[src/rtl/load_writeback_unit_pkg.sv]
// Shared codes and types for the load/writeback stage: result selects, load funct3
// codes, FSM state encoding and the load-alignment helper.
package rv32i_pkg;

    localparam int unsigned REG_AW = 5;
    localparam int unsigned F3_W   = 3;

    localparam logic [1:0] WB_SEL_ALU  = 2'b00;
    localparam logic [1:0] WB_SEL_LOAD = 2'b01;
    localparam logic [1:0] WB_SEL_PC4  = 2'b10;
    localparam logic [1:0] WB_SEL_IMM  = 2'b11;

    localparam logic [2:0] F3_LB  = 3'b000;
    localparam logic [2:0] F3_LH  = 3'b001;
    localparam logic [2:0] F3_LW  = 3'b010;
    localparam logic [2:0] F3_LBU = 3'b100;
    localparam logic [2:0] F3_LHU = 3'b101;

    localparam logic [1:0] IDLE     = 2'd0;
    localparam logic [1:0] MEM_WAIT = 2'd1;
    localparam logic [1:0] WRITE    = 2'd2;

    typedef enum logic [1:0] {
        ST_IDLE     = IDLE,
        ST_MEM_WAIT = MEM_WAIT,
        ST_WRITE    = WRITE
    } wb_state_e;

    // Context of an outstanding load, held across MEM_WAIT
    typedef struct packed {
        logic [REG_AW-1:0] rd;
        logic [F3_W-1:0]   funct3;
        logic [1:0]        offset;
    } load_ctx_t;

    // True when funct3 is a supported load and the byte offset is naturally aligned
    function automatic logic load_ok(input logic [2:0] f3, input logic [1:0] off);
        logic ok;
        ok = 1'b0;
        case (f3)
            F3_LB, F3_LBU: ok = 1'b1;
            F3_LH, F3_LHU: ok = ~off[0];
            F3_LW:         ok = (off == 2'b00);
            default:       ok = 1'b0;
        endcase
        return ok;
    endfunction

endpackage

[src/rtl/load_writeback_unit_if.sv]
// Bundle of the retire, data-memory read and register-file write signals of the
// writeback stage. The unit sits on the slave side.
interface load_writeback_unit_if #(
    parameter int unsigned XLEN = 32
);
    logic            wb_valid;
    logic            wb_ready;
    logic [4:0]      wb_rd;
    logic [1:0]      wb_sel;
    logic [2:0]      wb_funct3;
    logic [XLEN-1:0] alu_result;
    logic [XLEN-1:0] pc_plus4;
    logic [XLEN-1:0] imm;

    logic            mem_req;
    logic [XLEN-1:0] mem_addr;
    logic            mem_ack;
    logic [XLEN-1:0] mem_rdata;

    logic            rf_en;
    logic [4:0]      rf_rd;
    logic [XLEN-1:0] rf_data;
    logic            wb_err;

    modport master (
        output wb_valid, wb_rd, wb_sel, wb_funct3, alu_result, pc_plus4, imm,
        output mem_ack, mem_rdata,
        input  wb_ready, mem_req, mem_addr, rf_en, rf_rd, rf_data, wb_err
    );

    modport slave (
        input  wb_valid, wb_rd, wb_sel, wb_funct3, alu_result, pc_plus4, imm,
        input  mem_ack, mem_rdata,
        output wb_ready, mem_req, mem_addr, rf_en, rf_rd, rf_data, wb_err
    );

endinterface

[src/rtl/load_writeback_unit_load_extender.sv]
// Combinational load formatter: picks the byte/half/word addressed by the low
// address bits and sign- or zero-extends it according to funct3.
module load_extender
    import rv32i_pkg::*;
#(
    parameter int unsigned XLEN = 32
) (
    input  logic [2:0]      funct3,
    input  logic [1:0]      offset,
    input  logic [XLEN-1:0] word,
    output logic [XLEN-1:0] value_c
);

    logic [7:0]  byte_c;
    logic [15:0] half_c;

    always_comb begin
        byte_c = 8'h00;
        case (offset)
            2'd0:    byte_c = word[7:0];
            2'd1:    byte_c = word[15:8];
            2'd2:    byte_c = word[23:16];
            default: byte_c = word[31:24];
        endcase
        half_c = offset[1] ? word[31:16] : word[15:0];
    end

    always_comb begin
        value_c = word;
        case (funct3)
            F3_LB:   value_c = {{(XLEN-8){byte_c[7]}}, byte_c};
            F3_LBU:  value_c = {{(XLEN-8){1'b0}}, byte_c};
            F3_LH:   value_c = {{(XLEN-16){half_c[15]}}, half_c};
            F3_LHU:  value_c = {{(XLEN-16){1'b0}}, half_c};
            default: value_c = word;
        endcase
    end

endmodule

[src/rtl/load_writeback_unit.sv]
// Writeback stage: selects ALU/PC+4/IMM/load result and drives a one-cycle RF write.
// Optional MEM_TIMEOUT_EN aborts a load whose mem_ack does not arrive in TIMEOUT_CYCLES.
module load_writeback_unit
    import rv32i_pkg::*;
#(
    parameter int unsigned XLEN           = 32,
    parameter int unsigned TIMEOUT_CYCLES = 64
) (
    input  logic                 clk,
    input  logic                 rst,
    load_writeback_unit_if.slave bus
);

    localparam int unsigned CNT_W = 8;

    if (TIMEOUT_CYCLES < 1 || TIMEOUT_CYCLES > (1 << CNT_W)) begin : g_bad_timeout
        $error("TIMEOUT_CYCLES must fit the %0d-bit wait counter", CNT_W);
    end

    wb_state_e         state_q, state_d;
    load_ctx_t         ctx_q, ctx_d;
    logic              ready_q, ready_d;
    logic              mem_req_q, mem_req_d;
    logic [XLEN-1:0]   mem_addr_q, mem_addr_d;
    logic              rf_en_q, rf_en_d;
    logic [REG_AW-1:0] rf_rd_q, rf_rd_d;
    logic [XLEN-1:0]   rf_data_q, rf_data_d;
    logic              err_q, err_d;

    logic              accept_c;
    logic [XLEN-1:0]   result_c;
    logic [XLEN-1:0]   load_val_c;

`ifdef MEM_TIMEOUT_EN
    logic [CNT_W-1:0]  cnt_q, cnt_d;
    logic              timeout_c;
    assign timeout_c = (cnt_q == CNT_W'(TIMEOUT_CYCLES - 1));
`endif

    assign accept_c = bus.wb_valid & ready_q;

    load_extender #(.XLEN(XLEN)) u_ext (
        .funct3  (ctx_q.funct3),
        .offset  (ctx_q.offset),
        .word    (bus.mem_rdata),
        .value_c (load_val_c)
    );

    // Non-load result select
    always_comb begin
        result_c = bus.alu_result;
        case (bus.wb_sel)
            WB_SEL_PC4: result_c = bus.pc_plus4;
            WB_SEL_IMM: result_c = bus.imm;
            default:    result_c = bus.alu_result;
        endcase
    end

    // Next-state and next-output logic
    always_comb begin
        state_d    = state_q;
        ctx_d      = ctx_q;
        mem_addr_d = mem_addr_q;
        rf_en_d    = 1'b0;
        rf_rd_d    = rf_rd_q;
        rf_data_d  = rf_data_q;
        err_d      = 1'b0;
`ifdef MEM_TIMEOUT_EN
        cnt_d      = cnt_q;
`endif
        case (state_q)
            ST_IDLE: begin
                if (accept_c) begin
                    if (bus.wb_sel == WB_SEL_LOAD) begin
                        if (load_ok(bus.wb_funct3, bus.alu_result[1:0])) begin
                            ctx_d.rd     = bus.wb_rd;
                            ctx_d.funct3 = bus.wb_funct3;
                            ctx_d.offset = bus.alu_result[1:0];
                            mem_addr_d   = {bus.alu_result[XLEN-1:2], 2'b00};
                            state_d      = ST_MEM_WAIT;
`ifdef MEM_TIMEOUT_EN
                            cnt_d        = '0;
`endif
                        end else begin
                            err_d = 1'b1;
                        end
                    end else begin
                        state_d = ST_WRITE;
                        if (bus.wb_rd != '0) begin
                            rf_en_d   = 1'b1;
                            rf_rd_d   = bus.wb_rd;
                            rf_data_d = result_c;
                        end
                    end
                end
            end
            ST_MEM_WAIT: begin
                // An ack in the timeout cycle still completes the load
                if (bus.mem_ack) begin
                    state_d = ST_WRITE;
                    if (ctx_q.rd != '0) begin
                        rf_en_d   = 1'b1;
                        rf_rd_d   = ctx_q.rd;
                        rf_data_d = load_val_c;
                    end
`ifdef MEM_TIMEOUT_EN
                end else if (timeout_c) begin
                    state_d = ST_IDLE;
                    err_d   = 1'b1;
                end else begin
                    cnt_d = cnt_q + CNT_W'(1);
`endif
                end
            end
            ST_WRITE: state_d = ST_IDLE;
            default:  state_d = ST_IDLE;
        endcase
        ready_d   = (state_d == ST_IDLE);
        mem_req_d = (state_d == ST_MEM_WAIT);
    end

    always_ff @(posedge clk or negedge rst) begin
        if (!rst) begin
            state_q    <= ST_IDLE;
            ctx_q      <= '0;
            ready_q    <= 1'b1;
            mem_req_q  <= 1'b0;
            mem_addr_q <= '0;
            rf_en_q    <= 1'b0;
            rf_rd_q    <= '0;
            rf_data_q  <= '0;
            err_q      <= 1'b0;
        end else begin
            state_q    <= state_d;
            ctx_q      <= ctx_d;
            ready_q    <= ready_d;
            mem_req_q  <= mem_req_d;
            mem_addr_q <= mem_addr_d;
            rf_en_q    <= rf_en_d;
            rf_rd_q    <= rf_rd_d;
            rf_data_q  <= rf_data_d;
            err_q      <= err_d;
        end
    end

`ifdef MEM_TIMEOUT_EN
    always_ff @(posedge clk or negedge rst) begin
        if (!rst) cnt_q <= '0;
        else      cnt_q <= cnt_d;
    end
`endif

    assign bus.wb_ready = ready_q;
    assign bus.mem_req  = mem_req_q;
    assign bus.mem_addr = mem_addr_q;
    assign bus.rf_en    = rf_en_q;
    assign bus.rf_rd    = rf_rd_q;
    assign bus.rf_data  = rf_data_q;
    assign bus.wb_err   = err_q;

endmodule

[src/flat_wrapper.sv]
// flat-port wrapper written by rule: the top's interface ports become plain ports
module load_writeback_unit_flat import rv32i_pkg::*;
#(
    parameter int unsigned XLEN           = 32,
    parameter int unsigned TIMEOUT_CYCLES = 64
)
  (clk, rst, bus_wb_valid, bus_wb_rd, bus_wb_sel, bus_wb_funct3, bus_alu_result, bus_pc_plus4, bus_imm, bus_mem_ack, bus_mem_rdata, bus_wb_ready, bus_mem_req, bus_mem_addr, bus_rf_en, bus_rf_rd, bus_rf_data, bus_wb_err);
  load_writeback_unit_if #(.XLEN(XLEN)) bus_i ();
  input  logic clk;
  input  logic rst;
  input wire logic [$bits(bus_i.wb_valid)-1:0] bus_wb_valid;
  input wire logic [$bits(bus_i.wb_rd)-1:0] bus_wb_rd;
  input wire logic [$bits(bus_i.wb_sel)-1:0] bus_wb_sel;
  input wire logic [$bits(bus_i.wb_funct3)-1:0] bus_wb_funct3;
  input wire logic [$bits(bus_i.alu_result)-1:0] bus_alu_result;
  input wire logic [$bits(bus_i.pc_plus4)-1:0] bus_pc_plus4;
  input wire logic [$bits(bus_i.imm)-1:0] bus_imm;
  input wire logic [$bits(bus_i.mem_ack)-1:0] bus_mem_ack;
  input wire logic [$bits(bus_i.mem_rdata)-1:0] bus_mem_rdata;
  output wire logic [$bits(bus_i.wb_ready)-1:0] bus_wb_ready;
  output wire logic [$bits(bus_i.mem_req)-1:0] bus_mem_req;
  output wire logic [$bits(bus_i.mem_addr)-1:0] bus_mem_addr;
  output wire logic [$bits(bus_i.rf_en)-1:0] bus_rf_en;
  output wire logic [$bits(bus_i.rf_rd)-1:0] bus_rf_rd;
  output wire logic [$bits(bus_i.rf_data)-1:0] bus_rf_data;
  output wire logic [$bits(bus_i.wb_err)-1:0] bus_wb_err;
  assign bus_i.wb_valid = bus_wb_valid;
  assign bus_i.wb_rd = bus_wb_rd;
  assign bus_i.wb_sel = bus_wb_sel;
  assign bus_i.wb_funct3 = bus_wb_funct3;
  assign bus_i.alu_result = bus_alu_result;
  assign bus_i.pc_plus4 = bus_pc_plus4;
  assign bus_i.imm = bus_imm;
  assign bus_i.mem_ack = bus_mem_ack;
  assign bus_i.mem_rdata = bus_mem_rdata;
  assign bus_wb_ready = bus_i.wb_ready;
  assign bus_mem_req = bus_i.mem_req;
  assign bus_mem_addr = bus_i.mem_addr;
  assign bus_rf_en = bus_i.rf_en;
  assign bus_rf_rd = bus_i.rf_rd;
  assign bus_rf_data = bus_i.rf_data;
  assign bus_wb_err = bus_i.wb_err;
  load_writeback_unit #(.XLEN(XLEN), .TIMEOUT_CYCLES(TIMEOUT_CYCLES)) u_core (.clk(clk), .rst(rst), .bus(bus_i));
endmodule
[config.mk]
export PLATFORM = sky130hd
export DESIGN_NAME = load_writeback_unit_flat
export DESIGN_NICKNAME = d
export VERILOG_FILES = /design/src/rtl/load_writeback_unit_pkg.sv /design/src/rtl/load_writeback_unit_if.sv /design/src/rtl/load_writeback_unit_load_extender.sv /design/src/rtl/load_writeback_unit.sv /design/src/flat_wrapper.sv
export SDC_FILE = /design/constraint.sdc
export NUM_CORES = 1
export LEC_CHECK = 0
export ABC_AREA = 0
export CAP_MARGIN = 15
export CORE_MARGIN = 5
export CORE_UTILIZATION = 42
export CTS_CLUSTER_SIZE = 28
export DETAILED_ROUTE_END_ITERATION = 8
export HOLD_SLACK_MARGIN = 0.03
export PLACE_DENSITY = 0.85
export SYNTH_ARGS = -nofsm -noshare
export SYNTH_HDL_FRONTEND = slang
export SYNTH_SLANG_ARGS = --single-unit
[constraint.sdc]
create_clock -name clk -period 2.2 [get_ports clk]
set_input_delay 0.22 -clock clk [delete_from_list [all_inputs] [get_ports clk]]
set_output_delay 0.22 -clock clk [all_outputs]
set_load 0.05 [all_outputs]
==> results.md, run 1 <==
- After detailed routing, the number of remaining DRC violations is 0.
- Across all register-to-register paths, the minimum setup slack is 160 ps.
- The multi-input logic area is roughly 2500 sq um.
- In this run the core area contains 39 standard-cell rows.
- The max-cap check violation count is 0.
- The horizontal die dimension is ~120 um.
- The count of placed standard cells including taps is 801.
- The first global-routing pass estimated between 20 and 30 mm of wire.
- Dividing the synthesized area by the synthesized cell count gives 10.2 sq um.
- The number of buffers and inverters on the critical path is 0.
- The pre-CTS setup slack is -17.0 ps.
- The H-tree was split into 3 levels.
- The number of synthesis warnings is 0.
- By area the synthesized netlist is led by sky130_fd_sc_hd__dfrtp_1, sky130_fd_sc_hd__mux2_2, sky130_fd_sc_hd__mux2i_1.
- The largest net degree at the start of global routing is 69.
- The kind of critical path is flip-flop to flip-flop.
- The post-detailed-routing wire length is 17.2 mm.
- The initial antenna violation count is 0.
- Synthesis produced a netlist whose cell count is 469.
- The share of synthesized area in the top cell type comes to between 40% and 50%.
- The power density over cell area is 1270 nW/um^2.
- The count of unique library cells instantiated by Yosys is 38.
- The worst hold path belongs to the class input pin to flip-flop.
- In this run the static leakage power is a little under 3 nW.
- The number of global-route vias before repair was 4,942.
- STA classifies the critical path startpoint as a flip-flop.
- After clock tree synthesis, the clock-pin slew on the worst setup and hold paths is roughly 60 ps.
- The cell family with the largest share of critical-path delay is compound AO/OA/AOI/OAI gates.
- The number of nets still failing antenna checks after routing is 0.
- The reg-to-reg critical path endpoint is u_core.bus.rf_data[8].
- The number of fill cells in the layout is 913.
- The number of optimization iterations in the first detailed-route pass is 4.
- The final critical path takes up a little over 90% of the cycle.
- Cells with a size suffix above 1 make up 14.1% of the layout.
- The number of pins with negative max-slew slack in the final report was 0.
- The required time of the critical path is approximately 2400 ps.
- After the last flow step, the layout net total stands at 812.
- The cell area that synthesis handed to floorplanning was ~4800 sq um.
- The buffer type at the clock tree root is sky130_fd_sc_hd__clkbuf_16.
- In this run, CTS created clock tree buffers numbering 9.
- The logic depth of the worst register-to-register path is 4.
- The stage delay of the slowest cell on the critical path is between 500 and 600 ps.
- In this run the worst path has a maximum fanout of 9.
- The most common cell after layout, fill and taps aside is sky130_fd_sc_hd__clkdlybuf4s50_1.
- The type of destination of the critical path is a flip-flop.
- The routability congestion estimate is 0.877.
- The critical-path cell with the highest stage delay is sky130_fd_sc_hd__dfrtp_1.
- The number of endpoints with negative hold slack in the final report came to 0.
- The start point of the worst hold path is bus_wb_sel[0].
- The number of I/O pins is around 220.
- The achievable clock frequency is around 490 MHz.
- The initial core utilization is 42.4%.
- Across every metal layer, demand over resource in global routing totals 25.1%.
- TritonCTS built the clock tree.
- The summed negative setup slack over all endpoints is 0 ps.
- Clock skew on the completed layout was measured at 5.88 ps.
- In the layout the commonest cells are sky130_fd_sc_hd__clkdlybuf4s50_1, sky130_fd_sc_hd__dfrtp_1, sky130_fd_sc_hd__mux2_2.
- After global routing the overflow that remains totals 0.
- The core region area is 11,300 sq um.
- Setup repair after global routing left no endpoint under its margin.
- The worst IR drop on VDD is 0.797 mV.
- The wire length per cell is 21.1 um.
- The post-synthesis cell type with the largest combined area is sky130_fd_sc_hd__dfrtp_1.
- The repair_antennas step left the layout with diodes totalling 0.
- The die is about 120 um tall.
- Sequential elements use ~44% of the synthesized area.
- The count of cells in the finished layout, fillers not included, comes to 818.
- The startpoint of the lowest-slack register-to-register path is u_core.ctx_q[1].
- Summed over all nets, the half-perimeter wirelength after detailed placement is 13.2 mm.
- After layout, the minimum clock period comes to 2040 ps.
- The design draws ~9.4 mW.
- Using the TritonRoute via totals, the vias-per-cell ratio works out to 5.77.
- The worst slew margin relative to its limit is 49.1%.
- The synthesized design contains 83 register bits.
- The final instance area is ~7400 sq um.
- Counting instances, the worst hold path has a depth of 3.
- Across all layers, the routed design uses 4,717 vias.
- The DRC violation total after the first TritonRoute iteration is 261.
- The total of buffers placed on input and output ports is 212.
- For the pin with the worst max-slew slack, the measured transition is roughly 760 ps.
- The path with the worst hold slack has its endpoint at u_core.bus.wb_ready.
- Hold timing on the final database bottoms out at a slack of 272 ps.
- The signal on the critical path passes through mux2i_1 -> o22ai_1 -> a221oi_1 -> o211ai_1.
- The total area of sequential cells is ~2100 sq um.
- Setup violations remaining at the end of the flow were counted as 0.
- The number of buffers on the longest clock path is 2.
- Setup slack closes at 162 ps.
- The floorplan step defined a die boundary enclosing 13,600 sq um.
- The placed cell area is 7090 sq um.
- Cells fill approximately 66% of the core in the end.
- STA puts the critical path data arrival time at between 2000 and 2500 ps.
- From synthesis to final layout, the design area changed by 55.0%.
- The run finished with clean final reports.
- CTS saw 83 sinks.
- The insertion delay of the later-clocked pin in the worst-skew pair is 340 ps.
cell type report:
type | count | area share, %
timing repair buffer | 238 | 32.0
tap | 143 | 2.42
clock inverter | 4 | 0.676
inverter | 6 | 0.304
sequential | 83 | 28.1
clock buffer | 12 | 3.33
multi-input combinational | 332 | 33.2
worst register-to-register path: stages, from the launching register on:
cell and delay (ps):
sky130_fd_sc_hd__dfrtp_1 540, sky130_fd_sc_hd__mux2i_1 450, sky130_fd_sc_hd__o22ai_1 300, sky130_fd_sc_hd__a221oi_1 470, sky130_fd_sc_hd__o211ai_1 150
state kept, by name (all words and copies together), names as in the netlist:
register	flops
u_core.bus.rf_rd	5
u_core.bus.wb_err	1
u_core.bus.mem_addr	30
u_core.bus.rf_en	1
u_core.ctx_q	10
u_core.bus.rf_data	32
u_core.bus.wb_ready	1
u_core.state_q	2
u_core.bus.mem_req	1
how the worst max path moves through the flow:
stage,startpoint,end,cells after the start
after floorplan,u_core.bus.wb_ready,u_core.bus.mem_addr[10],6
after global placement,bus_wb_rd[2],u_core.bus.rf_data[16],6
after detailed placement,bus_wb_rd[2],u_core.bus.rf_data[22],6
after CTS,u_core.ctx_q[3],u_core.bus.rf_data[24],4
after global routing,u_core.ctx_q[3],u_core.bus.rf_data[9],4
final,u_core.ctx_q[1],u_core.bus.rf_data[8],4
timing repair:
| action | CTS | global route |
|---|---|---|
| gates resized for setup | 0 | 1 |
| hold buffers | 1 | 0 |
| endpoints found under the hold margin | 15 | 0 |
| endpoints found under the setup margin | 0 | 1 |
| buffers inserted | 0 | 0 |
cells in the mapped netlist:
master / instances
sky130_fd_sc_hd__clkbuf_1: 21
sky130_fd_sc_hd__nor2_8: 1
sky130_fd_sc_hd__nand2_1: 14
sky130_fd_sc_hd__or4_1: 6
sky130_fd_sc_hd__o31a_1: 1
sky130_fd_sc_hd__o211a_1: 1
sky130_fd_sc_hd__or3_1: 1
sky130_fd_sc_hd__a21oi_1: 29
sky130_fd_sc_hd__mux2i_1: 41
sky130_fd_sc_hd__mux2_2: 44
sky130_fd_sc_hd__nor3_1: 13
sky130_fd_sc_hd__a221oi_1: 20
sky130_fd_sc_hd__dfrtp_1: 82
sky130_fd_sc_hd__dfstp_2: 1
sky130_fd_sc_hd__nand2b_1: 4
sky130_fd_sc_hd__buf_2: 16
sky130_fd_sc_hd__buf_4: 3
sky130_fd_sc_hd__a31oi_1: 17
sky130_fd_sc_hd__o21ai_1: 1
sky130_fd_sc_hd__o221ai_1: 12
sky130_fd_sc_hd__a211oi_1: 5
sky130_fd_sc_hd__and4bb_2: 1
sky130_fd_sc_hd__o211a_2: 1
sky130_fd_sc_hd__inv_2: 1
sky130_fd_sc_hd__o22ai_1: 19
sky130_fd_sc_hd__nor2_1: 37
sky130_fd_sc_hd__o211ai_1: 14
sky130_fd_sc_hd__buf_6: 4
sky130_fd_sc_hd__o22ai_2: 1
sky130_fd_sc_hd__conb_1: 1
sky130_fd_sc_hd__o2bb2ai_1: 16
sky130_fd_sc_hd__o21ai_0: 4
sky130_fd_sc_hd__nand3_1: 16
sky130_fd_sc_hd__nor2b_1: 7
sky130_fd_sc_hd__buf_1: 5
sky130_fd_sc_hd__o21bai_1: 3
sky130_fd_sc_hd__a22o_1: 1
sky130_fd_sc_hd__inv_1: 5
where the power goes:
part	internal (mW)	switching, mW	leakage [nW]
logic	1.97	3.30	1.82
clock network	0.910	0.615	0.139
registers	2.16	0.437	1.00
total	5.04	4.35	2.96
layer usage:
layer	vias up	share of wire (%)	track usage, %
met3	29	8.9	5.91
met5	-	0	0
li1	2203	-	-
met1	2267	39	30.5
met2	218	50	43.9
met4	0	2.2	8.49
kinds of logic after synthesis:
kind of cell	Yosys count	synth area share [%]
simple gates	100	10.2
mux	85	19.0
other cells	1	0.0785
compound gates	145	21.6
buf+inv	55	5.61
flops	83	43.5
No activity file was read; power rests on OpenSTA's default activity.
==> inputs of run 2 (changes only) <==
--- a/config.mk
+++ b/config.mk
@@ -7,7 +7,6 @@
 export LEC_CHECK = 0
 export ABC_AREA = 0
 export CAP_MARGIN = 15
-export CORE_MARGIN = 5
 export CORE_UTILIZATION = 42
 export CTS_CLUSTER_SIZE = 28
 export DETAILED_ROUTE_END_ITERATION = 8
==> results.md, run 2 (same netlist as run 1, synthesis figures left out) <==
- The required time of the critical path is 2400 ps (about the same).
- The wire length of the first global-routing pass was 24.7 mm (-6.0%).
- The cell sitting at the root of the clock tree is a sky130_fd_sc_hd__clkbuf_16.
- The post-detailed-placement half-perimeter wirelength is 12.0 mm (-9.7%).
- The worst hold path cell count is 3 (unchanged).
- The end-of-flow core utilization is 67.7% (+2.0 points).
- The height of the die is 109 um (-6.9%).
- The setup slack after layout came to 120 ps (-42.6 ps).
- The DRC violation total after the first TritonRoute iteration is 355 (+36%).
- The wire length per cell was 19.5 um (-7.6%).
- The critical-path cell with the highest stage delay is sky130_fd_sc_hd__or4_1.
- The top fanout value on the critical path is 21 (+12).
- The worst IR drop on VDD is 0.890 mV (+12%).
- The number of pins with negative max-slew slack in the final report is 0 (unchanged).
- The flop-to-flop setup slack is 120 ps (-40 ps).
- The H-tree depth is 3 (unchanged).
- The summed negative setup slack over all endpoints is 0 ps (unchanged).
- The initial core utilization is 43.7% (+1.3 points).
- The logic depth of the worst register-to-register path was 5 (+1).
- The path class of the tightest hold or removal check is input pin to flip-flop.
- The kind of cell with the highest combined delay along the critical path is compound AO/OA/AOI/OAI gates.
- The achievable clock frequency is 481 MHz (-2.0%).
- The residual overflow from global routing is 0 (unchanged).
- The max-cap check violation count is 0 (unchanged).
- The signal on the critical path passes through or4_1 -> o211a_2 -> buf_4 -> o22ai_1 -> o2bb2ai_1.
- The number of cells in the finished layout apart from fillers is 816 (-0.24%).
- Setup repair after global routing left no endpoint under its margin.
- The number of optimization iterations in the first detailed-route pass was 5 (+1).
- The number of diodes is 0 (unchanged).
- The initial antenna violation count was 0 (unchanged).
- The number of fill cells in the layout is 855 (-6.4%).
- The count of placed standard cells including taps came to 799 (-0.25%).
- The worst slew margin relative to its limit is 46.7% (-2.5 points).
- The worst setup path is of the flip-flop to flip-flop kind.
- The transition time at the pin with the least slew margin was 800 ps (+37.6 ps).
- The global-route usage over all layers is 27.4% (+2.3 points).
- The start point of the worst hold path is bus_wb_sel[1].
- The pre-CTS setup slack is -55.2 ps (-38.1 ps).
- The final critical path time including I/O delays and setup is 2080 ps (+42.6 ps).
- The number of buffers added for setup after CTS was 0 (unchanged).
- The number of sinks handled by clock tree synthesis is 83 (unchanged).
- The fraction of final layout cells sized beyond drive strength 1 is 14.2% (+0.13 points).
- TritonCTS built the clock tree.
- The number of remaining DRC errors is 0 (unchanged).
- The critical path startpoint category is a flip-flop.
- The signal arrival time at the worst endpoint is 2290 ps (+50 ps).
- The number of buffer and inverter stages on the critical path is 1 (+1).
- The final setup violation count is 0 (unchanged).
- The flip-flop count of the largest register, all copies and words added is 32 (unchanged).
- The stage delay of the slowest cell on the critical path is 560 ps (+20 ps).
- The via count came to 4,712 (-0.11%).
- The core region area was 10,900 sq um (-3.0%).
- The total of buffers placed on input and output ports is 212 (unchanged).
- The net count of the finished layout came to 813 (+0.12%).
- The number of endpoints with negative hold slack in the final report came to 0 (unchanged).
- The largest net degree at the start of global routing is 65 (-5.8%).
- The flow ran to the end, and the final reports show no timing, DRC or antenna violations.
- The final worst-path cycle share is 94.6% (+1.9 points).
- The area overhead of the layout relative to synthesis is 54.9% (about the same).
- The startpoint of the lowest-slack register-to-register path is u_core.ctx_q[7].
- The post-detailed-routing wire length is 15.9 mm (-7.8%).
- The setup clock skew after layout is 7.08 ps (+1.20 ps).
- Leaving out fill and tap cells, the most frequent cells in the layout are sky130_fd_sc_hd__clkdlybuf4s50_1, sky130_fd_sc_hd__dfrtp_1, sky130_fd_sc_hd__mux2_2.
- The die area was 11,800 sq um (-13%).
- The worst hold margin is 296 ps (+24.5 ps).
- STA classifies the critical path endpoint as a flip-flop.
- The number of buffers on the longest clock path was 2 (unchanged).
- The total CTS buffers was 9 (unchanged).
- The insertion delay of the later-clocked pin in the worst-skew pair came to 330 ps (about the same).
- For hold timing, the worst endpoint is u_core.bus.wb_ready.
- The number of global-route vias before repair is 4,732 (-4.2%).
- The most common cell after layout, fill and taps aside is sky130_fd_sc_hd__clkdlybuf4s50_1.
- The horizontal die dimension is 109 um (-6.9%).
- The routability congestion estimate was 0.862 (-1.7%).
- The via density per instance is 5.77 (+0.14%).
- The leakage dissipation came to 2.97 nW (+0.23%).
- The number of I/O pins is 215 (unchanged).
- The endpoint identified for the worst register-to-register timing path is u_core.bus.rf_data[18].
- The site row count is 38 (-2.6%).
- The number of nets still failing antenna checks after routing came to 0 (unchanged).
- The power density over cell area is 1250 nW/um^2 (-1.3%).
- The post-CTS clock slew at the launch and capture registers of the worst setup and hold paths is 60 ps (about the same).
[run 2: cell types whose count changed in the layout (fill, tap and decap cells not counted), sizes merged]
cell / before / now
buf: 28 / 29
[run 2: worst max path at each step]
| stage | startpoint | endpoint | cells past startpoint |
|---|---|---|---|
| floorplan | u_core.bus.wb_ready | u_core.bus.mem_addr[10] | 6 |
| CTS | u_core.ctx_q[7] | u_core.bus.rf_data[18] | 5 |
| global placement | bus_wb_rd[2] | u_core.bus.rf_data[12] | 6 |
| finish | u_core.ctx_q[7] | u_core.bus.rf_data[18] | 5 |
| detailed placement | bus_wb_rd[2] | u_core.bus.rf_data[10] | 6 |
| global route | u_core.ctx_q[7] | u_core.bus.rf_data[17] | 5 |
[run 2: final cells by class]
cell class | count | area [sq um] | share of cell area [%]
Multi-Input combinational cell | 332 | 2450 | 33.1
Timing Repair Buffer | 239 | 2380 | 32.1
Sequential cell | 83 | 2080 | 28.1
Clock buffer | 12 | 246 | 3.33
Tap cell | 140 | 175 | 2.37
Clock inverter | 4 | 50.0 | 0.676
Inverter | 6 | 22.5 | 0.304
[run 2: metrics by stage]
step	cell area [sq um]	total power, mW
floorplan	4780	5.86
finish	7400	9.26
global route	7400	9.65
global placement	7090	7.66
CTS	7400	9.28
detailed placement	7090	7.75
[run 2: worst reg2reg max path, cell delays in order, from the launching register on]
cell	delay [ps]
sky130_fd_sc_hd__dfrtp_1	400
sky130_fd_sc_hd__or4_1	570
sky130_fd_sc_hd__o211a_2	460
sky130_fd_sc_hd__buf_4	270
sky130_fd_sc_hd__o22ai_1	170
sky130_fd_sc_hd__o2bb2ai_1	90
[run 2: where the power goes]
| group | switching, mW | internal [mW] | leakage [nW] |
|---|---|---|---|
| Sequential | 0.415 | 2.16 | 1.00 |
| Clock | 0.601 | 0.910 | 0.139 |
| Combinational | 3.25 | 1.93 | 1.83 |
| Total | 4.26 | 5.00 | 2.97 |
[run 2: routing by layer]
metal	vias to the layer above	share of wire (%)	wire length [um]	GRT usage (%)
li1	2198	-	-	-
met1	2272	40	6430	34.8
met2	216	50	7990	47.1
met3	26	7.5	1190	4.84
met4	0	1.8	279	9.36
met5	-	0	0	0
[run 2: repair_timing]
item / in CTS / in global routing
hold buffers: 1 / 0
resized for setup: 0 / 0
endpoints found under the hold margin: 58 / 0
setup endpoints to repair: 0 / 0
==> edit (flow settings as in run 2) <==
Add a define of `MEM_TIMEOUT_EN`.
--- a/src/rtl/load_writeback_unit.sv
+++ b/src/rtl/load_writeback_unit.sv
@@ -1,4 +1,6 @@
 // Writeback stage: selects ALU/PC+4/IMM/load result and drives a one-cycle RF write.
 // Optional MEM_TIMEOUT_EN aborts a load whose mem_ack does not arrive in TIMEOUT_CYCLES.
+`define MEM_TIMEOUT_EN
+
 module load_writeback_unit
     import rv32i_pkg::*;
Function: no difference found for any inputs over 4 cycles, from zero or initial values and one cycle with rst low; that may be too few to reach the edited logic, so the function may still have changed.
==> edit against run 2 <==
  * Synthesized area increased by 11%
  * Count of clock-buffer cells in the layout down 2
  * Global-route usage about the same
  * Final area increased by 7.9%
  * Sequential cell count increased by 8
  * Combinational power is 1% higher
  * Setup slack improved by 0.0063 ns
  * Wire length up 12%
  * Total power rose by 5.5%
  * Clock power is 19% higher
  * Critical path type unchanged
  * Critical endpoint is now u_core.bus.rf_data[4]$_DFFE_PN0P_
==> edit: results <==
set metrics [dict create \
    grt_max_degree 59 \
    synth_commonest_cells "sky130_fd_sc_hd__dfrtp_1, sky130_fd_sc_hd__mux2i_1, sky130_fd_sc_hd__a21oi_1" \
    gp_congestion 0.872 \
    total_leakage_power_nw 3.36 \
    synth.top_cells.by_area "sky130_fd_sc_hd__dfrtp_1, sky130_fd_sc_hd__mux2i_1, sky130_fd_sc_hd__mux2_2" \
    grt_pass1_vias 5075 \
    dpl_wire_length_um 13600 \
    placedInstanceArea_sq_mm 0.00763 \
    worst_ir_drop_vdd_mv 1.08 \
    cts_root_buf "sky130_fd_sc_hd__clkbuf_16" \
    max-slew-margin-rel_pct 62.4 \
    io_buffer_count 212 \
    grt_use_total_pct 27.5 \
    clk_transition_reported_paths_ns 0.07 \
    n_antenna_cell 0 \
    layout.filler_cells 972 \
    dr.first_iter.drc_count 275 \
    status "complete, no violations" \
    global_route_wire_length_before_repair_um 27000 \
    final.setup_skew_ns 0.00902 \
    synth-async-reset-ratio_pct 100 \
    regToRegEndpoint "u_core.bus.rf_data[4]$_DFFE_PN0P_" \
    vias 4920 \
    timing.critical_path.arrival_ns 2.33 \
    design.final.nets 854 \
    hold_path_depth 4 \
    drt-wirelength-per-cell_um 20.1 \
    dp.cells 867 \
    worstSkewPairLatency_ns 0.36 \
    hp-start "bus_wb_sel[0]" \
    min_delay_worst_endpoint "u_core.bus.wb_err$_DFF_PN0_" \
    timing.critical_path.fanout_max 17 \
    via_per_instance_ratio 5.57 \
    yosys_warnings 0 \
    synth-seq-area-share_pct 43.2 \
    post_route_cells_drive_above_1_share_pct 16.1 \
    reg2reg_depth 6 \
    synth_cells 502 \
    power.switching_fraction_pct 44.1 \
    cts.path.max_buffers 2 \
    worst_hold_path_type "in2reg" \
    synthDistinctLibCells 52 \
]
[edit: changes by cell type after synthesis, sizes merged, moves of 12 or more]
| cell | delta |
|---|---|
| o22ai | -13 |
| mux2 | +12 |
| a21oi | +21 |
| buf | -14 |
| mux2i | +12 |
| a2bb2oi | +16 |
| a221oi | -13 |
[edit: cell type report]
type                            count  share of cell area, %
Tap cell                          168                   2.63
Clock buffer                       10                   2.87
Multi-Input combinational cell    364                   35.0
Timing Repair Buffer              238                   29.2
Inverter                            7                  0.360
Sequential cell                    91                   28.5
Clock inverter                      6                   1.43
[edit: per-stage QoR]
step	setup WS [ns]	hold slack (ns)	utilization [%]	power, mW
6_report	0.126	0.359	65.9	9.77
5_1_grt	0.0308	0.368	65.9	10.1
4_1_cts	0.145	0.346	65.9	9.80
3_5_place_dp	0.000195	0.250	63.0	7.97
3_3_place_gp	0.0340	0.235	63.0	7.82
2_1_floorplan	0.239	-0.0756	-	6.03
[edit: power by group through the flow]
| stage | logic [mW] | registers [mW] | clock network [mW] |
|---|---|---|---|
| floorplan | 1.47 | 4.57 | 0 |
| global placement | 5.11 | 2.71 | 0 |
| detailed placement | 5.22 | 2.75 | 0 |
| CTS | 5.24 | 2.74 | 1.82 |
| global route | 5.44 | 2.82 | 1.87 |
| finish | 5.23 | 2.75 | 1.79 |
[edit: cell families (layout without fill, tap and decap cells)]
family                     Yosys count  after routing  share of synthesized area (%)
adders and majority gates            1              1                          0.237
buffers and inverters               48            261                           4.13
DFF                                 91             91                           43.2
other                                1              2                         0.0711
AOI/OAI and AO/OA                  132            132                           17.6
xor gates and xnor gates             5              5                          0.830
muxes                              110            110                           23.2
and+or+nand+nor                    114            114                           10.7
[edit: critical path, stage by stage (launching register included)]
cell	delay, ns
sky130_fd_sc_hd__dfrtp_1	0.40
sky130_fd_sc_hd__or4_1	0.60
sky130_fd_sc_hd__o211a_4	0.36
sky130_fd_sc_hd__nor2_8	0.12
sky130_fd_sc_hd__inv_4	0.12
sky130_fd_sc_hd__buf_4	0.20
sky130_fd_sc_hd__a31oi_1	0.18
[edit: routing by layer]
metal,global-route usage (%),routed length (um),up-vias
li1,-,-,2281
met1,34.3,7220,2398
met2,46.3,8880,208
met3,7.09,1260,33
met4,9.26,431,0
met5,0,0,-
[edit: what timing repair did]
| action | 4_1_cts | 5_1_grt |
|---|---|---|
| endpoints found under the hold margin | 36 | 0 |
| hold buffers | 1 | 0 |
| endpoints found under the setup margin | 0 | 0 |
